**src/rtl/led_panel_scan_ctrl.sv**
```systemverilog
// Scan controller for a 1/8-scan RGB LED panel: shifts one BCM bit-plane per row,
// latches it, then holds OE low for a binary-weighted on-time.
module led_panel_scan_ctrl #(
    parameter int unsigned COLS           = 32,
    parameter int unsigned ROW_ADDR_W     = 3,
    parameter int unsigned BCM_BITS       = 4,
    parameter int unsigned CLK_DIV        = 4,
    parameter int unsigned BASE_ON_CYCLES = 64
) (
    input  logic                                i_sysclk,
    input  logic                                i_sysreset,
    input  logic                                i_enable,
    output logic [ROW_ADDR_W+$clog2(COLS)-1:0]  o_fb_addr,
    input  logic [6*BCM_BITS-1:0]               i_fb_rdata,
    output logic [2:0]                          o_led_rgb1,
    output logic [2:0]                          o_led_rgb2,
    output logic [ROW_ADDR_W-1:0]               o_led_abc,
    output logic                                o_led_clk,
    output logic                                o_led_latch,
    output logic                                o_led_oe,
    output logic                                o_frame_done
);
    localparam int unsigned COL_W = $clog2(COLS);
    localparam int unsigned PL_W  = (BCM_BITS > 1) ? $clog2(BCM_BITS) : 1;
    localparam int unsigned OE_W  = $clog2(BASE_ON_CYCLES << (BCM_BITS - 1)) + 1;
    localparam int unsigned SH_W  = $clog2(2 * CLK_DIV);
    localparam int unsigned CNT_W = (OE_W > SH_W) ? OE_W : SH_W;
    localparam int unsigned AW    = ROW_ADDR_W + COL_W;

    typedef enum logic [1:0] {S_IDLE, S_SHIFT, S_LATCH, S_DISPLAY} state_t;

    state_t                r_state, w_state;
    logic [CNT_W-1:0]      r_cnt, w_cnt;
    logic [COL_W-1:0]      r_col, w_col;
    logic [ROW_ADDR_W-1:0] r_row, w_row;
    logic [PL_W-1:0]       r_plane, w_plane;
    logic [AW-1:0]         r_fb_addr, w_fb_addr;
    logic [2:0]            r_rgb1, w_rgb1;
    logic [2:0]            r_rgb2, w_rgb2;
    logic [ROW_ADDR_W-1:0] r_abc, w_abc;
    logic                  r_clk, w_clk;
    logic                  r_latch, w_latch;
    logic                  r_oe, w_oe;
    logic                  r_fd, w_fd;
    logic [CNT_W-1:0]      w_on_last;
    logic [BCM_BITS-1:0]   w_chan [6];

    // Channel order in the read word: topR, topG, topB, botR, botG, botB
    for (genvar k = 0; k < 6; k++) begin : g_chan
        assign w_chan[k] = i_fb_rdata[(6-k)*BCM_BITS-1 -: BCM_BITS];
    end

    assign w_on_last = (CNT_W'(BASE_ON_CYCLES) << r_plane) - CNT_W'(1);

    always_comb begin
        w_state   = r_state;
        w_cnt     = r_cnt;
        w_col     = r_col;
        w_row     = r_row;
        w_plane   = r_plane;
        w_fd      = 1'b0;
        w_fb_addr = r_fb_addr;
        w_abc     = r_abc;
        w_rgb1    = r_rgb1;
        w_rgb2    = r_rgb2;
        w_clk     = 1'b0;
        w_latch   = 1'b0;
        w_oe      = 1'b1;

        case (r_state)
            S_IDLE: begin
                if (i_enable) begin
                    w_state = S_SHIFT;
                    w_cnt   = '0;
                    w_col   = '0;
                end
            end
            S_SHIFT: begin
                if (r_cnt == CNT_W'(2 * CLK_DIV - 1)) begin
                    w_cnt = '0;
                    if (r_col == COL_W'(COLS - 1)) begin
                        w_state = S_LATCH;
                        w_col   = '0;
                    end else begin
                        w_col = r_col + COL_W'(1);
                    end
                end else begin
                    w_cnt = r_cnt + CNT_W'(1);
                end
            end
            S_LATCH: begin
                if (r_cnt == CNT_W'(CLK_DIV - 1)) begin
                    w_state = S_DISPLAY;
                    w_cnt   = '0;
                end else begin
                    w_cnt = r_cnt + CNT_W'(1);
                end
            end
            S_DISPLAY: begin
                // Plane boundary: the only point where enable is honoured mid-scan
                if (r_cnt == w_on_last) begin
                    w_cnt   = '0;
                    w_state = i_enable ? S_SHIFT : S_IDLE;
                    if (r_plane == PL_W'(BCM_BITS - 1)) begin
                        w_plane = '0;
                        w_row   = r_row + ROW_ADDR_W'(1);
                        w_fd    = &r_row;
                    end else begin
                        w_plane = r_plane + PL_W'(1);
                    end
                end else begin
                    w_cnt = r_cnt + CNT_W'(1);
                end
            end
            default: w_state = S_IDLE;
        endcase

        // Output registers track the state being entered so they align with it
        w_clk   = (w_state == S_SHIFT) && (w_cnt >= CNT_W'(CLK_DIV));
        w_latch = (w_state == S_LATCH);
        w_oe    = (w_state != S_DISPLAY);
        if (w_state == S_SHIFT) begin
            w_fb_addr = {w_row, w_col};
        end
        if (w_state == S_LATCH) begin
            w_abc = w_row;
        end
        // Read data for the column is valid in its second low cycle
        if ((r_state == S_SHIFT) && (r_cnt == CNT_W'(1))) begin
            w_rgb1 = {w_chan[0][r_plane], w_chan[1][r_plane], w_chan[2][r_plane]};
            w_rgb2 = {w_chan[3][r_plane], w_chan[4][r_plane], w_chan[5][r_plane]};
        end
    end

    always_ff @(posedge i_sysclk) begin
        if (i_sysreset) begin
            r_state   <= S_IDLE;
            r_cnt     <= '0;
            r_col     <= '0;
            r_row     <= '0;
            r_plane   <= '0;
            r_fb_addr <= '0;
            r_rgb1    <= '0;
            r_rgb2    <= '0;
            r_abc     <= '0;
            r_clk     <= 1'b0;
            r_latch   <= 1'b0;
            r_oe      <= 1'b1;
            r_fd      <= 1'b0;
        end else begin
            r_state   <= w_state;
            r_cnt     <= w_cnt;
            r_col     <= w_col;
            r_row     <= w_row;
            r_plane   <= w_plane;
            r_fb_addr <= w_fb_addr;
            r_rgb1    <= w_rgb1;
            r_rgb2    <= w_rgb2;
            r_abc     <= w_abc;
            r_clk     <= w_clk;
            r_latch   <= w_latch;
            r_oe      <= w_oe;
            r_fd      <= w_fd;
        end
    end

    assign o_fb_addr    = r_fb_addr;
    assign o_led_rgb1   = r_rgb1;
    assign o_led_rgb2   = r_rgb2;
    assign o_led_abc    = r_abc;
    assign o_led_clk    = r_clk;
    assign o_led_latch  = r_latch;
    assign o_led_oe     = r_oe;
    assign o_frame_done = r_fd;

endmodule

```
**config.mk**
```make
export PLATFORM = sky130hd
export DESIGN_NAME = led_panel_scan_ctrl
export DESIGN_NICKNAME = d
export VERILOG_FILES = /design/src/rtl/led_panel_scan_ctrl.sv
export SDC_FILE = /design/constraint.sdc
export NUM_CORES = 1
export LEC_CHECK = 0
export ABC_AREA = 1
export BUFFER_PORTS_ARGS = -buffer_cell sky130_fd_sc_hd__buf_2
export CAP_MARGIN = 30
export CORE_ASPECT_RATIO = 1.4
export CORE_MARGIN = 2
export CORE_UTILIZATION = 31
export CTS_CLUSTER_SIZE = 14
export DETAILED_ROUTE_END_ITERATION = 12
export GPL_TIMING_DRIVEN = 0
export PLACE_DENSITY = 0.6
export SLEW_MARGIN = 5
export SYNTH_ARGS = -nofsm -noshare
export SYNTH_HDL_FRONTEND = slang
export SYNTH_SLANG_ARGS = --single-unit
```
**constraint.sdc**
```tcl
create_clock -name i_sysclk -period 3 [get_ports i_sysclk]
set_input_delay 0.15 -clock i_sysclk [delete_from_list [all_inputs] [get_ports i_sysclk]]
set_output_delay 0.15 -clock i_sysclk [all_outputs]
set_load 0.03 [all_outputs]
```
After elaboration in Yosys (flattened, before gate mapping)
Cells that the tools add are included.
- register bits: 43
- output and inout port bits: 21
- logic and storage cells: 74
- add/sub/neg operators: 5
- reductions and logical operators: 6
- bitwise operators: 3
- shift operators: 1
- magnitude comparators: 2
- equal/unequal tests: 12
- mux-type cells: 32
- operators with widths (operator ; count):
    10-bit two-way mux ; 4
    10-bit case mux with 4 select lines ; 1
    5-bit two-way mux ; 3
    1-bit binary-select mux with 2-bit select ; 6
    2-bit two-way mux ; 6
    10-bit by 1-bit adder with 10-bit output, second input constant ; 1
    10-bit by 1-bit equality test with 1-bit output, second input constant ; 1
    10-bit equality test ; 1
    10-bit by 2-bit equality test with 1-bit output, second input constant ; 1
    10-bit by 3-bit equality test with 1-bit output, second input constant ; 1
    10-bit by 3-bit >= comparator with 1-bit output, second input constant ; 1
    5-bit case mux with 2 select lines ; 1
    7-bit by 2-bit left shift with 10-bit output, first input constant ; 1
    10-bit by 1-bit subtractor with 10-bit output, second input constant ; 1
    3-bit two-way mux ; 3
    2-bit equality test, second input constant ; 4
    2-bit case mux with 4 select lines ; 1
    1-bit two-way mux ; 7
    5-bit by 1-bit adder with 5-bit output, second input constant ; 1
    5-bit equality test, second input constant ; 1
    2-bit by 1-bit equality test with 1-bit output, second input constant ; 2
    4-bit OR reduction ; 1
    3-bit by 1-bit adder with 3-bit output, second input constant ; 1
    2-bit by 3-bit < comparator with 1-bit output, second input constant ; 1
    other kinds (7) ; 10

Longest topological paths before layout
Gate-level depths: netlist (run 1).
- depth in word-level cells: 7
- mapped depth: 17

Least setup slack after synthesis (run 1)
No wires, ideal clock.
- kind: register to register
- start point: reg r_plane[0]
- end point: reg r_clk (netlist: o_led_clk)
- required time: 2.889 ns
- path buffers: 1
- data arrival time: 1.883 ns
- clock period less this slack: 1.995 ns
- path slack: 1.005 ns
- library setup time: 0.111 ns
- cell stages (with the launch flop): 18
- path through: dfxtp_1 > inv_1 > clkbuf_1 > ha_1 > nand2_1 > inv_1 > nor2_1 > nand2_1 > nor2_4 > nand2_1 > nand2_1 > nand2_2 > nand2_1 > nand2_1 > nor2_1 > nand2_1 > nor2_1 > nor2_1
- longest elaborated chain between the ends: 7
- ends and longest elaborated chain (element ; line ; text):
    from (decl) ; 36 ; logic [PL_W-1:0] r_plane, w_plane;
    from (signal assigned) ; 155 ; r_plane <= w_plane;
    7-bit by 2-bit left shift with 10-bit output (*) ; 53 ; assign w_on_last = (CNT_W'(BASE_ON_CYCLES) << r_plane) - CNT_W'(1);
    10-bit by 1-bit subtractor with 10-bit output (*) ; 53 ;
    10-bit equality test (*) ; 101 ; if (r_cnt == w_on_last) begin
    10-bit two-way mux or 2-bit two-way mux (tied branches) ; 101 ;
    10-bit case mux with 4 select lines or 2-bit case mux with 4 select lines (tied branches) ; 70 ; case (r_state)
    10-bit by 3-bit >= comparator with 1-bit output or 2-bit by 1-bit equality test with 1-bit output (tied branches) ; 119 ; w_clk = (w_state == S_SHIFT) && (w_cnt >= CNT_W'(CLK_DIV));
    1-bit logical AND (*) ; 119 ;
    to (signal assigned) ; 160 ; r_clk <= w_clk;
    to (decl) ; 41 ; logic r_clk, w_clk;
Every way passes the cells marked *; elsewhere a longest branch is shown, timed or not.
A chain may end at the register's enable or synchronous reset.

Worst setup path in the final report (run 1)
- start point: reg r_plane[1]
- end point: reg r_clk (netlist: o_led_clk)
The elaborated chain is that of the path after synthesis.

==> results of run 1 <==
[metrics by stage]
stage          power, mW  hold slack [ps]  area [µm²]  worst slack (ps)  instances
6_report           1.053            199.3        2835             441.1        509
3_3_place_gp      0.6966            453.8        2750             414.7        501
4_1_cts            1.071            196.7        2835             379.3        509
2_1_floorplan     0.6583            399.6        2399              1005        358
3_5_place_dp      0.6975            457.8        2750             411.7        501
5_1_grt            1.104            216.0        2835             165.6        509
[per-layer routing]
layer	vias to the layer above	track usage, %	part of all wire (%)
met5	-	0	0
met4	0	6.516	2.0
met3	9	2.337	3.2
met2	46	27.83	52
met1	1000	15.21	42
li1	1244	-	-
[sequential cells by signal, summed over array words and instances (netlist names)]
| signal | cells |
|---|---|
| o_led_latch | 1 |
| o_fb_addr | 8 |
| r_col | 5 |
| o_frame_done | 1 |
| o_led_clk | 1 |
| r_state | 2 |
| o_led_oe | 1 |
| r_cnt | 10 |
| o_led_abc | 3 |
| o_led_rgb1 | 3 |
| r_plane | 2 |
| o_led_rgb2 | 3 |
| r_row | 3 |
[worst min-delay path, stage by stage]
cell and delay (ps):
buf_2 90, o21ai_0 130, a311oi_1 80
[power breakdown]
part	total, mW	internal (mW)	switching, mW
clock network	0.370	0.163	0.207
logic	0.0963	0.0334	0.0630
registers	0.586	0.579	0.00752
[cell usage after synthesis, types with 2 or more instances]
| cell | n | area share (%) |
|---|---|---|
| nand3_2 | 3 | 1.3 |
| nor2_1 | 76 | 12 |
| a211oi_1 | 2 | 0.63 |
| o21ai_0 | 24 | 5.0 |
| inv_2 | 3 | 0.47 |
| o21ai_1 | 2 | 0.42 |
| dfxtp_1 | 43 | 36 |
| a311oi_1 | 6 | 2.2 |
| nor3_1 | 3 | 0.63 |
| inv_1 | 36 | 5.6 |
| xor2_1 | 7 | 2.6 |
| buf_2 | 4 | 0.83 |
| ha_1 | 10 | 5.2 |
| nor2_2 | 3 | 0.78 |
| a21oi_1 | 19 | 4.0 |
| clkbuf_1 | 7 | 1.1 |
| nand2_1 | 79 | 12 |
| nand2_2 | 4 | 1.0 |
| nand3_1 | 12 | 2.5 |
| clkinv_1 | 2 | 0.31 |
| xnor2_1 | 4 | 1.5 |
[logic make-up after synthesis]
family                   share of synthesized area [%]
AO/OA/AOI/OAI                                    13.82
XOR/XNOR                                         4.017
adder cells (fa/ha/maj)                          5.216
buffers and inverters                            8.347
flip-flops                                       35.89
AND/OR/NAND/NOR                                  32.71
[worst paths after layout]
kind                                 endpoint  slack [ps]  cells past startpoint
worst max-delay path                o_led_clk         440                     16
worst min register to register   o_fb_addr[5]         470                      2
worst max register to register      o_led_clk         440                     16
worst min-delay path            o_led_rgb1[2]         200                      3
[layout make-up]
| type | count | area [µm²] |
|---|---|---|
| fillers | 827 | 4572 |
| multi-input cells | 263 | 1338 |
| flip-flops and latches | 43 | 860.8 |
| repair buffers | 46 | 230.2 |
| inverters | 41 | 153.9 |
| well taps | 97 | 121.4 |
| clock buffers | 6 | 72.57 |
| plain buffers | 11 | 46.29 |
| clock inverters | 2 | 12.51 |
[placed cells by master (no fill, tap or decap), types with 2 or more instances in the layout]
master	count
buf_2	50
nor2_2	3
ha_1	10
a21oi_1	19
nand2_1	79
nor3_1	3
o21ai_0	24
nand2_2	4
o21ai_1	2
nand3_2	3
dfxtp_1	43
inv_1	36
clkbuf_1	8
clkbuf_8	5
inv_2	3
a311oi_1	6
xnor2_1	4
nor2_1	76
nand3_1	12
a211oi_1	2
xor2_1	7
clkinv_1	2
==> metrics.md, run 1 <==
| Metric | Value |
|---|---|
| Synthesized flop and latch total | 43 |
| Via count of the first global-routing pass | 2236 |
| Top Ports | 48 |
| Wire length of the first global-routing pass | 9853 µm |
| Clock latency at the later pin of the worst-skew pair | about 300 ps |
| Average via count per standard cell | 4.517 |
| Antenna diode instance count | 0 |
| CP startpoint | r_plane[1] |
| Die Span Y | 108.1 µm |
| Synthesized net count | 395 |
| Port-buffer cells | 46 |
| RSZ-0062 raised after global routing | false |
| Largest fanout on the critical path | 9 |
| CP Data Arrival Time | 2750 ps |
| Count of antenna-violating nets left after detailed routing | 0 |
| Post-detailed-route wirelength per cell | 11.40 µm |
| Cell count after synthesis | 358 |
| Lkg Pwr | 1.315 nW |
| Number of endpoints with negative hold slack in the final report | 0 |
| Clock slew seen by the registers of the worst setup and hold paths | 80 ps |
| Die X | 78.34 µm |
| Die footprint | about 0.0085 mm² |
| Number of warnings printed during yosys synthesis | 0 |
| Synthesis-to-layout area growth | 18.21% |
| CTS tree | built |
| Final core utilization | between 30% and 40% |
| Max clock buf depth | 2 |
| Post CTS Setup Buffer Count | 0 |
| Aggregate global-route resource usage | 14.46% |
| Total standard cell area after synthesis | between 0.002 and 0.0025 mm² |
| Routed Wire Length | 5804 µm |
| Share of final-layout standard cells stronger than drive strength 1 | around 18% |
| Synth async-reset ratio | 0% |
| Global-route congestion overflow total | 0 |
| Via total after detailed routing | about 2.3k |
| Post-route clock period utilization | 85.30% |
| Clock buffers created by TritonCTS | 5 |
| Maximum operating frequency | 390.8 MHz |
| Maximum capacitance violations | 0 |
| Slew at the pin closest to its max-slew limit | around 550 ps |
| GP Congestion | between 0.8 and 0.9 |
| DR iter-0 viols | 76 |
| Main flop type after synthesis | dfxtp_1 |
| Post-detailed-route DRC marker count | 0 |
| Final TNS setup | 0 ps |
| Startpoint of the lowest-slack register-to-register path | r_plane[1] |
| Total number of H-tree levels | 2 |
| Slowest stage delay, CP | ~540 ps |
| Antenna violations before repair | 0 |
| Number of nets in the layout | 448 |
| CTS sink count | 43 |
| Path category of the worst min-delay check | primary input to flip-flop |
| Post-cts gate resize count | 0 |
| Post-CTS Hold Buffers | 0 |
| Effective utilization at floorplan | 32.38% |
| Largest net degree at the start of global routing | 14 |
| Headroom to the max-slew limit | between 60% and 70% |
| Peak VDD IR | approximately 230 µV |
| Required arrival time at the worst endpoint | 3200 ps |
| Outcome | finished clean |
| Std-Cell Core Area | around 0.0074 mm² |
| Buffering stage count on the worst path with inverters included | 2 |
| Share of synthesized area occupied by flip-flops and latches | between 30% and 40% |
| Critical Setup Path Class | flip-flop to flip-flop |
| Top cell family by delay on the critical path | simple AND/OR/NAND/NOR gates |
| Final slew viol count | 0 |
| Shortest period the worst path allows | about 2600 ps |
| Library cell used as clock root buffer | clkbuf_8 |
| Most common cell on crit path | nand2_1 |
| Worst-path cell chain | clkinv_1 -> ha_1 -> nand2_1 -> inv_1 -> nor2_1 -> nand2_1 -> nor2_4 -> nand2_1 -> nand2_1 -> nand2_2 -> nand2_1 -> nand2_1 -> nor2_1 -> nand2_1 -> nor2_1 -> nor2_1 |
| Number of synthesized flops with an enable pin | 0 |
| Count of endpoints failing setup in the final report | 0 |
| Worst Skew | 3.926 ps |
| Nature of the critical path endpoint | flip-flop |
| PD cells | 371.2 mW/mm² |
| Yosys cell types | 30 |
| Nature of the critical path startpoint | flip-flop |
| Beginning of the worst hold path | i_fb_rdata[23] |
| TritonRoute pass-1 iters | 4 |
| Slowest cell on the critical path | dfxtp_1 |
| Average size of a mapped cell | 6.700 µm² |
| Number of rows in the core area | 37 |
| Hpwl dp | approximately 4500 µm |
Note: power is estimated with default switching activity, not from simulation.
==> run 2: changes to the inputs <==
Settings changed: CTS_CLUSTER_DIAMETER from default to 80, CTS_CLUSTER_SIZE 14 to default, MAX_ROUTING_LAYER from default to met4.
==> run 2 against run 1 <==
Effect of this change:
- worst hold slack better by 7.0 ps
- cell area unchanged
- sequential share of layout area unchanged
- critical path depth unchanged
- sequential cell count is the same
- routed wire length rose by 0.19%
- global-route usage increased by 0.42 points
- register-to-register slack about the same
- critical endpoint unchanged
==> metrics.md, run 2 (same netlist as run 1, synthesis figures left out) <==
| Metric | Value |
|---|---|
| Outcome | finished clean |
| Std-Cell Core Area | 0.007407 mm² |
| Path category of the worst min-delay check | primary input to flip-flop |
| Cell Count, Final, Fillers Out | between 500 and 600 |
| Global-route congestion overflow total | 0 |
| Number of endpoints with negative hold slack in the final report | 0 |
| Top Ports | 48 |
| Post-cts gate resize count | 0 |
| DR iter-0 viols | 80 |
| Worst-case setup margin in the final layout | 441.9 ps |
| Number of placed instances with taps included | around 500 |
| Count of endpoints failing setup in the final report | 0 |
| Synthesis-to-layout area growth | 18.21% |
| Final TNS setup | 0 ps |
| Number of nets in the layout | 448 |
| Largest net degree at the start of global routing | 14 |
| Post-CTS Hold Buffers | 0 |
| Most common cell after layout, fill and taps aside | nand2_1 |
| Antenna violations before repair | 0 |
| Share of final-layout standard cells stronger than drive strength 1 | 17.96% |
| Global routing usage on met1 | 15.26% |
| Clock buffers created by TritonCTS | 5 |
| Slowest stage delay, CP | 540 ps |
| RSZ-0062 raised after global routing | false |
| Nature of the critical path startpoint | flip-flop |
| Top cell family by delay on the critical path | simple AND/OR/NAND/NOR gates |
| Met3 usage in global routing | 2.170% |
| Final core utilization | roughly two fifths |
| Placement Setup Slack | around 410 ps |
| Post-route clock period utilization | around 85% |
| Via total after detailed routing | 2298 |
| Count of antenna-violating nets left after detailed routing | 0 |
| Maximum capacitance violations | 0 |
| Port-buffer cells | 46 |
| Max clock buf depth | 2 |
| GP Congestion | 0.8364 |
| Grt peak-use layer | met2 |
| Via count of the first global-routing pass | about 2.2k |
| Post-detailed-route wirelength per cell | 11.42 µm |
| Nature of the critical path endpoint | flip-flop |
| Routed Wire Length | 5815 µm |
| Met2 layer usage reported by global route | 27.89% |
| Clock slew seen by the registers of the worst setup and hold paths | 80 ps |
| Wire length of the first global-routing pass | just under 10000 µm |
| Slowest cell on the critical path | dfxtp_1 |
| Hold Slack | 206.4 ps |
| Final slew viol count | 0 |
| Die footprint | 0.008467 mm² |
| Biggest register | r_cnt |
| Most common cell on crit path | nand2_1 |
| Headroom to the max-slew limit | 63.21% |
| Number of rows in the core area | 37 |
| CTS tree | built |
| Critical Setup Path Class | flip-flop to flip-flop |
| Library cell used as clock root buffer | clkbuf_8 |
| Worst Skew | 3.669 ps |
| Maximum operating frequency | about 390 MHz |
| Buffering stage count on the worst path with inverters included | 2 |
| Required arrival time at the worst endpoint | 3200 ps |
| Slew at the pin closest to its max-slew limit | 551.9 ps |
| Largest fanout on the critical path | 9 |
| Post-detailed-route DRC marker count | 0 |
| Aggregate global-route resource usage | about 15% |
| Effective utilization at floorplan | 32.38% |
| CTS sink count | 43 |
| Lkg Pwr | 1.315 nW |
| Post CTS Setup Buffer Count | 0 |
| PD cells | 371.2 mW/mm² |
| Fill cell total of the finished layout | between 800 and 900 |
| Worst-path cell chain | clkinv_1 -> ha_1 -> nand2_1 -> inv_1 -> nor2_1 -> nand2_1 -> nor2_4 -> nand2_1 -> nand2_1 -> nand2_2 -> nand2_1 -> nand2_1 -> nor2_1 -> nand2_1 -> nor2_1 -> nor2_1 |
| Commonest non-fill, non-tap cells in the layout | nand2_1 (79), nor2_1 (76), buf_2 (50) |
| Shortest period the worst path allows | approximately 2600 ps |
| Clock latency at the later pin of the worst-skew pair | 300 ps |
| Die X | 78.34 µm |
| Total number of H-tree levels | 2 |
| CP Data Arrival Time | 2750 ps |
| Die Span Y | 108.1 µm |
| TritonRoute pass-1 iters | 4 |
| Peak VDD IR | 229.1 µV |
| Average via count per standard cell | 4.515 |
| Antenna diode instance count | 0 |
| Hpwl dp | 4513 µm |
| Flip-flop count of the largest register, all copies and words added | 10 |
-- run 2: cell counts in the layout (fill, tap and decap cells not counted) --
Identical to the previous run, type by type.
-- run 2: layout make-up --
class,instances,area [µm²],share of cell area (%)
Multi-Input combinational cell,263,1338,47.18
Sequential cell,43,860.8,30.36
Timing Repair Buffer,46,230.2,8.120
Inverter,41,153.9,5.428
Tap cell,97,121.4,4.281
Clock buffer,6,72.57,2.560
Buffer,11,46.29,1.633
Clock inverter,2,12.51,0.4413
-- run 2: per-layer routing --
metal / vias to the layer above / wire (µm)
met4: 0 / 116
met3: 9 / 173
li1: 1244 / -
met5: - / 0
met1: 999 / 2480
met2: 46 / 3044
-- run 2: metrics by stage --
stage | total power [mW] | instance area [µm²]
global route | 1.104 | 2835
global placement | 0.6966 | 2750
finish | 1.053 | 2835
detailed placement | 0.6975 | 2750
CTS | 1.071 | 2835
floorplan | 0.6583 | 2399
-- run 2: report_power, final --
group | switching, mW | internal (mW) | total [mW]
clock network | 0.207 | 0.163 | 0.370
registers | 0.00757 | 0.579 | 0.586
logic | 0.0631 | 0.0334 | 0.0964
total | 0.277 | 0.775 | 1.05
-- run 2: path summary, 6_finish.rpt --
| check | from | endpoint | slack [ps] | cells past startpoint |
|---|---|---|---|---|
| worst max-delay path | r_plane[1] | o_led_clk | 440 | 16 |
| worst max register to register | r_plane[1] | o_led_clk | 440 | 16 |
| worst min-delay path | i_fb_rdata[11] | o_led_rgb2[2] | 210 | 3 |
| worst min register to register | o_fb_addr[5] | o_fb_addr[5] | 470 | 2 |
-- run 2: tightest hold or removal path, delay by kind of cell --
family                 cells  cell delay (ps)
buffers and inverters      1               90
AO/OA/AOI/OAI              2              220
